$ cat config.mk
export PLATFORM = sky130hd
export DESIGN_NAME = poly_eval_ctrl
export DESIGN_NICKNAME = d
export VERILOG_FILES = /design/src/rtl/poly_eval_ctrl.sv
export SDC_FILE = /design/constraint.sdc
export NUM_CORES = 1
export LEC_CHECK = 0
export BUFFER_PORTS_ARGS = -buffer_cell sky130_fd_sc_hd__buf_4
export CELL_PAD_IN_SITES_DETAIL_PLACEMENT = 0
export CELL_PAD_IN_SITES_GLOBAL_PLACEMENT = 2
export CORE_AREA = 2 2 145 76
export CTS_CLUSTER_DIAMETER = 120
export DETAILED_ROUTE_END_ITERATION = 8
export DIE_AREA = 0 0 147 78
export HOLD_SLACK_MARGIN = 0.15
export PLACE_DENSITY_LB_ADDON = 0.05
export SLEW_MARGIN = 25
export SYNTH_ARGS = -nofsm -noshare
export SYNTH_HDL_FRONTEND = slang
export SYNTH_SLANG_ARGS = --single-unit
$ cat constraint.sdc
create_clock -name clk -period 2.1 [get_ports clk]
set_input_delay 0.315 -clock clk [delete_from_list [all_inputs] [get_ports clk]]
set_output_delay 0.315 -clock clk [all_outputs]
set_load 0.03 [all_outputs]
$ cat src/rtl/poly_eval_ctrl.sv
// poly_eval_ctrl: two-requester round-robin front end for a fixed-latency
// polynomial datapath. One evaluation in flight at a time:
// IDLE -> ISSUE -> WAIT (DP_LAT cycles) -> RESP -> IDLE.
// All outputs are registered and change together with the state.
module poly_eval_ctrl #(
   parameter int DP_LAT = 2
) (
   input  logic        clk,
   input  logic        rst_n,
   input  logic        req0,
   input  logic        req1,
   input  logic [14:0] x0,
   input  logic [14:0] x1,
   input  logic [6:0]  seg0,
   input  logic [6:0]  seg1,
   output logic        gnt0,
   output logic        gnt1,
   output logic        dp_en,
   output logic [14:0] dp_dataa,
   output logic [6:0]  dp_segment,
   input  logic [15:0] dp_result,
   output logic        rsp_valid,
   output logic        rsp_id,
   output logic [15:0] rsp_data,
   output logic        busy,
   output logic [15:0] op_count
);

   typedef enum logic [1:0] {
      IDLE  = 2'd0,
      ISSUE = 2'd1,
      WAIT  = 2'd2,
      RESP  = 2'd3
   } state_t;

   // The counter runs DP_LAT-1 down to 0, so WAIT lasts exactly DP_LAT cycles.
   localparam logic [3:0] WAIT_LOAD = 4'(DP_LAT - 1);

   state_t      state_reg;
   logic [3:0]  cnt_reg;
   logic        last_id_reg;
   logic        gnt0_reg;
   logic        gnt1_reg;
   logic        dp_en_reg;
   logic [14:0] opnd_x_reg;
   logic [6:0]  opnd_seg_reg;
   logic        rsp_valid_reg;
   logic        rsp_id_reg;
   logic [15:0] rsp_data_reg;
   logic        busy_reg;
   logic [15:0] op_count_reg;

   // Round-robin pick: requester 1 wins when it is alone, or when both are
   // requesting and requester 0 was the most recent winner.
   logic pick1;
   assign pick1 = req1 & (~req0 | ~last_id_reg);

   // Controller FSM; every output is a register updated alongside the state.
   always_ff @(posedge clk or negedge rst_n) begin
      if (!rst_n) begin
         state_reg     <= IDLE;
         cnt_reg       <= 4'd0;
         last_id_reg   <= 1'b1;
         gnt0_reg      <= 1'b0;
         gnt1_reg      <= 1'b0;
         dp_en_reg     <= 1'b0;
         opnd_x_reg    <= 15'd0;
         opnd_seg_reg  <= 7'd0;
         rsp_valid_reg <= 1'b0;
         rsp_id_reg    <= 1'b0;
         rsp_data_reg  <= 16'd0;
         busy_reg      <= 1'b0;
         op_count_reg  <= 16'd0;
      end else begin
         // Strobes are single-cycle by default.
         gnt0_reg      <= 1'b0;
         gnt1_reg      <= 1'b0;
         dp_en_reg     <= 1'b0;
         rsp_valid_reg <= 1'b0;
         case (state_reg)
            IDLE: begin
               if (req0 || req1) begin
                  opnd_x_reg   <= pick1 ? x1 : x0;
                  opnd_seg_reg <= pick1 ? seg1 : seg0;
                  last_id_reg  <= pick1;
                  // Grant and start strobe are visible during the ISSUE cycle.
                  gnt0_reg     <= ~pick1;
                  gnt1_reg     <= pick1;
                  dp_en_reg    <= 1'b1;
                  busy_reg     <= 1'b1;
                  state_reg    <= ISSUE;
               end
            end
            ISSUE: begin
               cnt_reg   <= WAIT_LOAD;
               state_reg <= WAIT;
            end
            WAIT: begin
               if (cnt_reg == 4'd0) begin
                  rsp_data_reg  <= dp_result;
                  rsp_valid_reg <= 1'b1;
                  rsp_id_reg    <= last_id_reg;
                  op_count_reg  <= op_count_reg + 16'd1;
                  state_reg     <= RESP;
               end else begin
                  cnt_reg <= cnt_reg - 4'd1;
               end
            end
            RESP: begin
               busy_reg  <= 1'b0;
               state_reg <= IDLE;
            end
            default: begin
               busy_reg  <= 1'b0;
               state_reg <= IDLE;
            end
         endcase
      end
   end

   assign gnt0       = gnt0_reg;
   assign gnt1       = gnt1_reg;
   assign dp_en      = dp_en_reg;
   assign dp_dataa   = opnd_x_reg;
   assign dp_segment = opnd_seg_reg;
   assign rsp_valid  = rsp_valid_reg;
   assign rsp_id     = rsp_id_reg;
   assign rsp_data   = rsp_data_reg;
   assign busy       = busy_reg;
   assign op_count   = op_count_reg;

endmodule
# [Word level (Yosys, flattened, before mapping)]
# Cells that the tools add are included.
[word_totals] input_bits=64 out_inout_bits=60 ff_bits=67
[classes] bitwise=5 addsub=2 n_reduce_logical=10 mux=17 eq_ne=6
[op_table] op="adder 16 x 1 -> 16 bit, second input constant" count=1
[op_table] op="2-to-1 mux 15 bit" count=1
[op_table] op="AND reduction 2 bit" count=5
[op_table] op="2-to-1 mux 1 bit" count=9
[op_table] op="one-hot mux 2 bit (4 select lines)" count=1
[op_table] op="one-hot mux 4 bit (2 select lines)" count=1
[op_table] op="2-to-1 mux 7 bit" count=1
[op_table] op="inequality test 2 bit, second input constant" count=3
[op_table] op="== test 2 bit, second input constant" count=2
[op_table] op="zero test 4 bit" count=1
[op_table] op="2-to-1 mux 2 bit" count=2
[op_table] op="2-to-1 mux 4 bit" count=1
[op_table] op="nonzero test 2 bit" count=2
[op_table] op="subtractor 4 x 1 -> 4 bit, second input constant" count=1
[op_table] op="inverter 1 bit" count=3
[op_table] op="== test 2 x 1 -> 1 bit, second input constant" count=1
[op_table] op="zero test 2 bit" count=1
[op_table] op="one-hot mux 1 bit (2 select lines)" count=1
[op_table] op="bitwise AND 1 bit" count=1
[op_table] op="logical OR 1 bit" count=1
[op_table] op="OR 1 bit" count=1

# [Logic depth before layout (Yosys ltp)]
[logic_depth] word_depth=6 ltp_mapped=8 mapped_depth_nobuf=6

# [Worst setup path after synthesis]
# No wires, ideal clock.
[synth_path] kind="register to register" startpoint="reg state_reg[0]" endpoint="reg op_count_reg[6] (netlist: op_count[6])" setup_slack_ns=0.382 t_arrival_ns=1.584 synth_period_minus_slack_ns=1.718 path_stages_with_launch=9 setup_ns=0.134 path_cell_list="dfrtp_1 > inv_1 > ha_1 > and4bb_1 > buf_4 > and3_4 > buf_6 > nand4_4 > xnor2_2"
[synth_via] elab_chain_cells=2
[synth_rtl] element="from (decl)" line="39" rtl="state_t state_reg;"
[synth_rtl] element="from (signal assigned)" line="61" rtl="state_reg <= IDLE;"
[synth_rtl] element="from (signal assigned)" line="91" rtl="state_reg <= ISSUE;"
[synth_rtl] element="from (signal assigned)" line="96" rtl="state_reg <= WAIT;"
[synth_rtl] element="== test 2 bit" line="80" rtl="case (state_reg)"
[synth_rtl] element="AND reduction 2 bit (no line)"
[synth_rtl] element="to (signal assigned)" line="103" rtl="op_count_reg <= op_count_reg + 16'd1;"
[synth_rtl] element="to (decl)" line="51" rtl="logic [15:0] op_count_reg;"
# Every way passes these cells.
# A chain may end at the register's enable or synchronous reset.

# [Final worst setup path]
[layout_path] startpoint="reg state_reg[0]" endpoint="reg op_count_reg[13] (netlist: op_count[13])"
# The elaborated chain is that of the path after synthesis.

==> summary.txt <==
STA
  • Skew final: 3.622 ps
  • Setup_tns: 0 ps
  • Final setup fails: 0
  • Final period util: 0.8656
  • Final hold violation count: 0
  • Slew @ Worst Pin: 409.4 ps
  • Highest clock rate: 550.1 MHz
  • RSZ-0062 raised after global routing: no
  • Max-Slew Margin vs Limit: 0.7261
  • Tmin final: 1818 ps
  • Max Transition Viols Final: 0

Floorplan
  • Core ar.: 10080 sq um
  • DIE AREA: 11470 sq um
  • Starting density of the core: 0.2864
  • Top Ports: 124
  • Die Ht: 78 um
  • Die X: 147 um
  • Cell Rows: 26

Synth
  • Flops & latches, synth: 67
  • Seq/Total Area, Yosys: 0.5810
  • Syn_area_per_cell: 12.72 sq um
  • Top FF cell, synth: dfrtp_1
  • Synth top area cells: dfrtp_1 57%, mux2_2 7.4%, a222oi_1 4.5%
  • Syn. warnings: 0
  • Post-Synthesis Cell Area: 2888 sq um
  • Library cells used by synthesis: 39
  • Synth top area share: 0.5719
  • EDFF count, synth: 0
  • Largest area contributor in the netlist: dfrtp_1
  • FFs w/ async S/R, synth: 1.000
  • Synthesized net count: 298
  • Post-synthesis cell count: 227

Outcome
  • Status: complete, no violations

Clocking
  • CTS sink cnt: 67
  • CTS tree: yes
  • CTS Root Cell: clkbuf_16
  • Worst-path clk slew: 50 ps
  • Number of setup buffers added after CTS: 0
  • Inserted Clock Buffers: 9
  • Post-cts sizing count: 0
  • Clock buffer depth: 2
  • Worst-skew pair later-pin latency: 320 ps
  • Number of H-tree levels: 3

Power
  • Clk network pwr share: 0.206
  • Static Leakage: 2.111 nW
  • Power Density: 1516 nW/um^2
  • Switching power of the nets: 2.593 mW
  • Power, Total: 6.486 mW
  • Sequential cell fraction of total power: 0.336
  • Sw Share: 0.3998
  • Int Power: 3.893 mW
  • Worst VDD drop: 0.6177 mV
  • Comb pwr share: 0.458

Finish
  • Diode count: 0
  • # nets final: 429
  • Reg area: 1678 sq um
  • Area of the multi-input gates: 1081 sq um
  • Layout cell share with drive strength beyond 1: 0.4807
  • Area delta synth->final: 48.14%
  • Fillers: 1002

Critical path
  • Critical path startpoint category: flop
  • Critical Path RT: 2310 ps
  • Crit path DAT: 2030 ps
  • Crit end category: flop
  • CP max FO: 6
  • R2R Setup Slk: 280 ps
  • Kind of critical path: reg -> reg

Routing
  • Routed vias: 2208
  • WL/cell: 14.34 um
  • Total routed wirelength: 7198 um
  • Antenna-violating nets left: 0
  • DRC viols: 0
  • TritonRoute pass-1 iters: 5
  • Iteration-0 DRC count of the detailed router: 110
  • Vias per cell: 4.398

Global routing
  • Grt ovf: 0
  • Global Route Usage Sum: 0.1329
  • First-pass GRT wire length: 11720 um
  • Number of global-route vias before repair: 2337
  • Largest net degree at the start of global routing: 47
  • Antenna violations before repair: 0

Place
  • Final estimated routing congestion in global placement: 0.7319
  • Port Buffer Count: 123
  • HPWL after detailed placement: 5362 um

Min path
  • Min-delay worst type: in -> reg

Job
  • Max-Cap Viols: 0
[Yosys cell counts, types with 2 or more instances]
cell / count
dfrtp_1: 66
nand2_1: 17
nor2_1: 3
buf_2: 4
nand3_2: 4
ha_1: 7
mux2_2: 19
clkbuf_1: 3
nand4_1: 5
and4_1: 3
o21ai_1: 2
o21ai_0: 14
xnor2_1: 14
buf_6: 2
inv_1: 19
mux2i_1: 9
a222oi_1: 13
and3_1: 2
[through the flow]
step	util	instance area [sq um]	hold slack [ps]	setup WS (ps)	std cells
6_report	0.4242	4278	196.1	282.2	502
5_1_grt	0.4242	4278	181.9	109.6	502
4_1_cts	0.4242	4278	173.6	256.1	502
3_5_place_dp	0.3965	3999	231.2	262.1	486
3_3_place_gp	0.3965	3999	228.5	350.4	486
2_1_floorplan	-	2888	19.41	382.0	227
[layout make-up]
class	count	area share
flip-flops and latches	67	0.3922
multi-input cells	131	0.2527
repair buffers	130	0.2346
clock buffers	10	0.05586
well taps	140	0.04095
inverters	19	0.01667
clock inverters	5	0.007020
[cells by family (layout without fill, tap and decap cells)]
group                    count (synthesis)  count (layout)  synth area share
flip-flops                              67              67            0.5810
XOR/XNOR                                16              16           0.05113
adder cells (fa/ha/maj)                  7               7           0.03033
multiplexers                            28              28            0.1053
buffers and inverters                   29             164           0.04593
AO/OA/AOI/OAI                           36              36           0.09229
AND/OR/NAND/NOR                         44              44           0.09402
[critical path: stages, from the launching register on]
cell and delay (ps):
dfrtp_1 410, inv_1 120, ha_1 280, and4bb_1 330, and4_1 300, nand4_1 130, xnor2_1 140
[cell usage in the layout, fill, tap and decap left out, types with 3 or more instances in the layout]
master / netlist / routed
nand4_1: 5 / 5
mux2i_1: 9 / 9
dfrtp_1: 66 / 66
mux2_2: 19 / 19
clkbuf_16: 0 / 9
clkinv_2: 0 / 3
nand3_2: 4 / 4
nand2_1: 17 / 17
buf_4: 1 / 127
a222oi_1: 13 / 13
xnor2_1: 14 / 14
inv_1: 19 / 19
ha_1: 7 / 7
and4_1: 3 / 3
o21ai_0: 14 / 14
nor2_1: 3 / 3
[power by group through the flow]
stage	Clock [mW]	Combinational (mW)	Sequential, mW
2_1_floorplan	0	1.01	3.01
3_3_place_gp	0	2.98	2.18
3_5_place_dp	0	3.02	2.19
4_1_cts	1.39	3.02	2.19
5_1_grt	1.45	3.22	2.26
6_report	1.34	2.97	2.18
[metal layers]
metal	vias up	GRT usage	wire, um
met4	0	0.05000	104
met5	-	0	0
met1	1028	0.1610	3146
li1	1069	-	-
met2	101	0.1981	3107
met3	10	0.07412	840
[what timing repair did]
item / in CTS / in global routing
endpoints found under the hold margin: 21 / 0
hold buffers: 1 / 0
setup endpoints to repair: 0 / 0
[path summary, 6_finish.rpt]
kind	startpoint	end	cells past startpoint
setup / recovery	state_reg[0]	op_count[13]	6
hold / removal	x0[10]	dp_dataa[10]	3
setup reg to reg	state_reg[0]	op_count[13]	6
hold reg to reg	op_count[15]	op_count[15]	1
max in group asynchronous	rst_n	last_id_reg	3
min in group asynchronous	rst_n	rsp_data[1]	2
(Power assumes the default switching activity.)
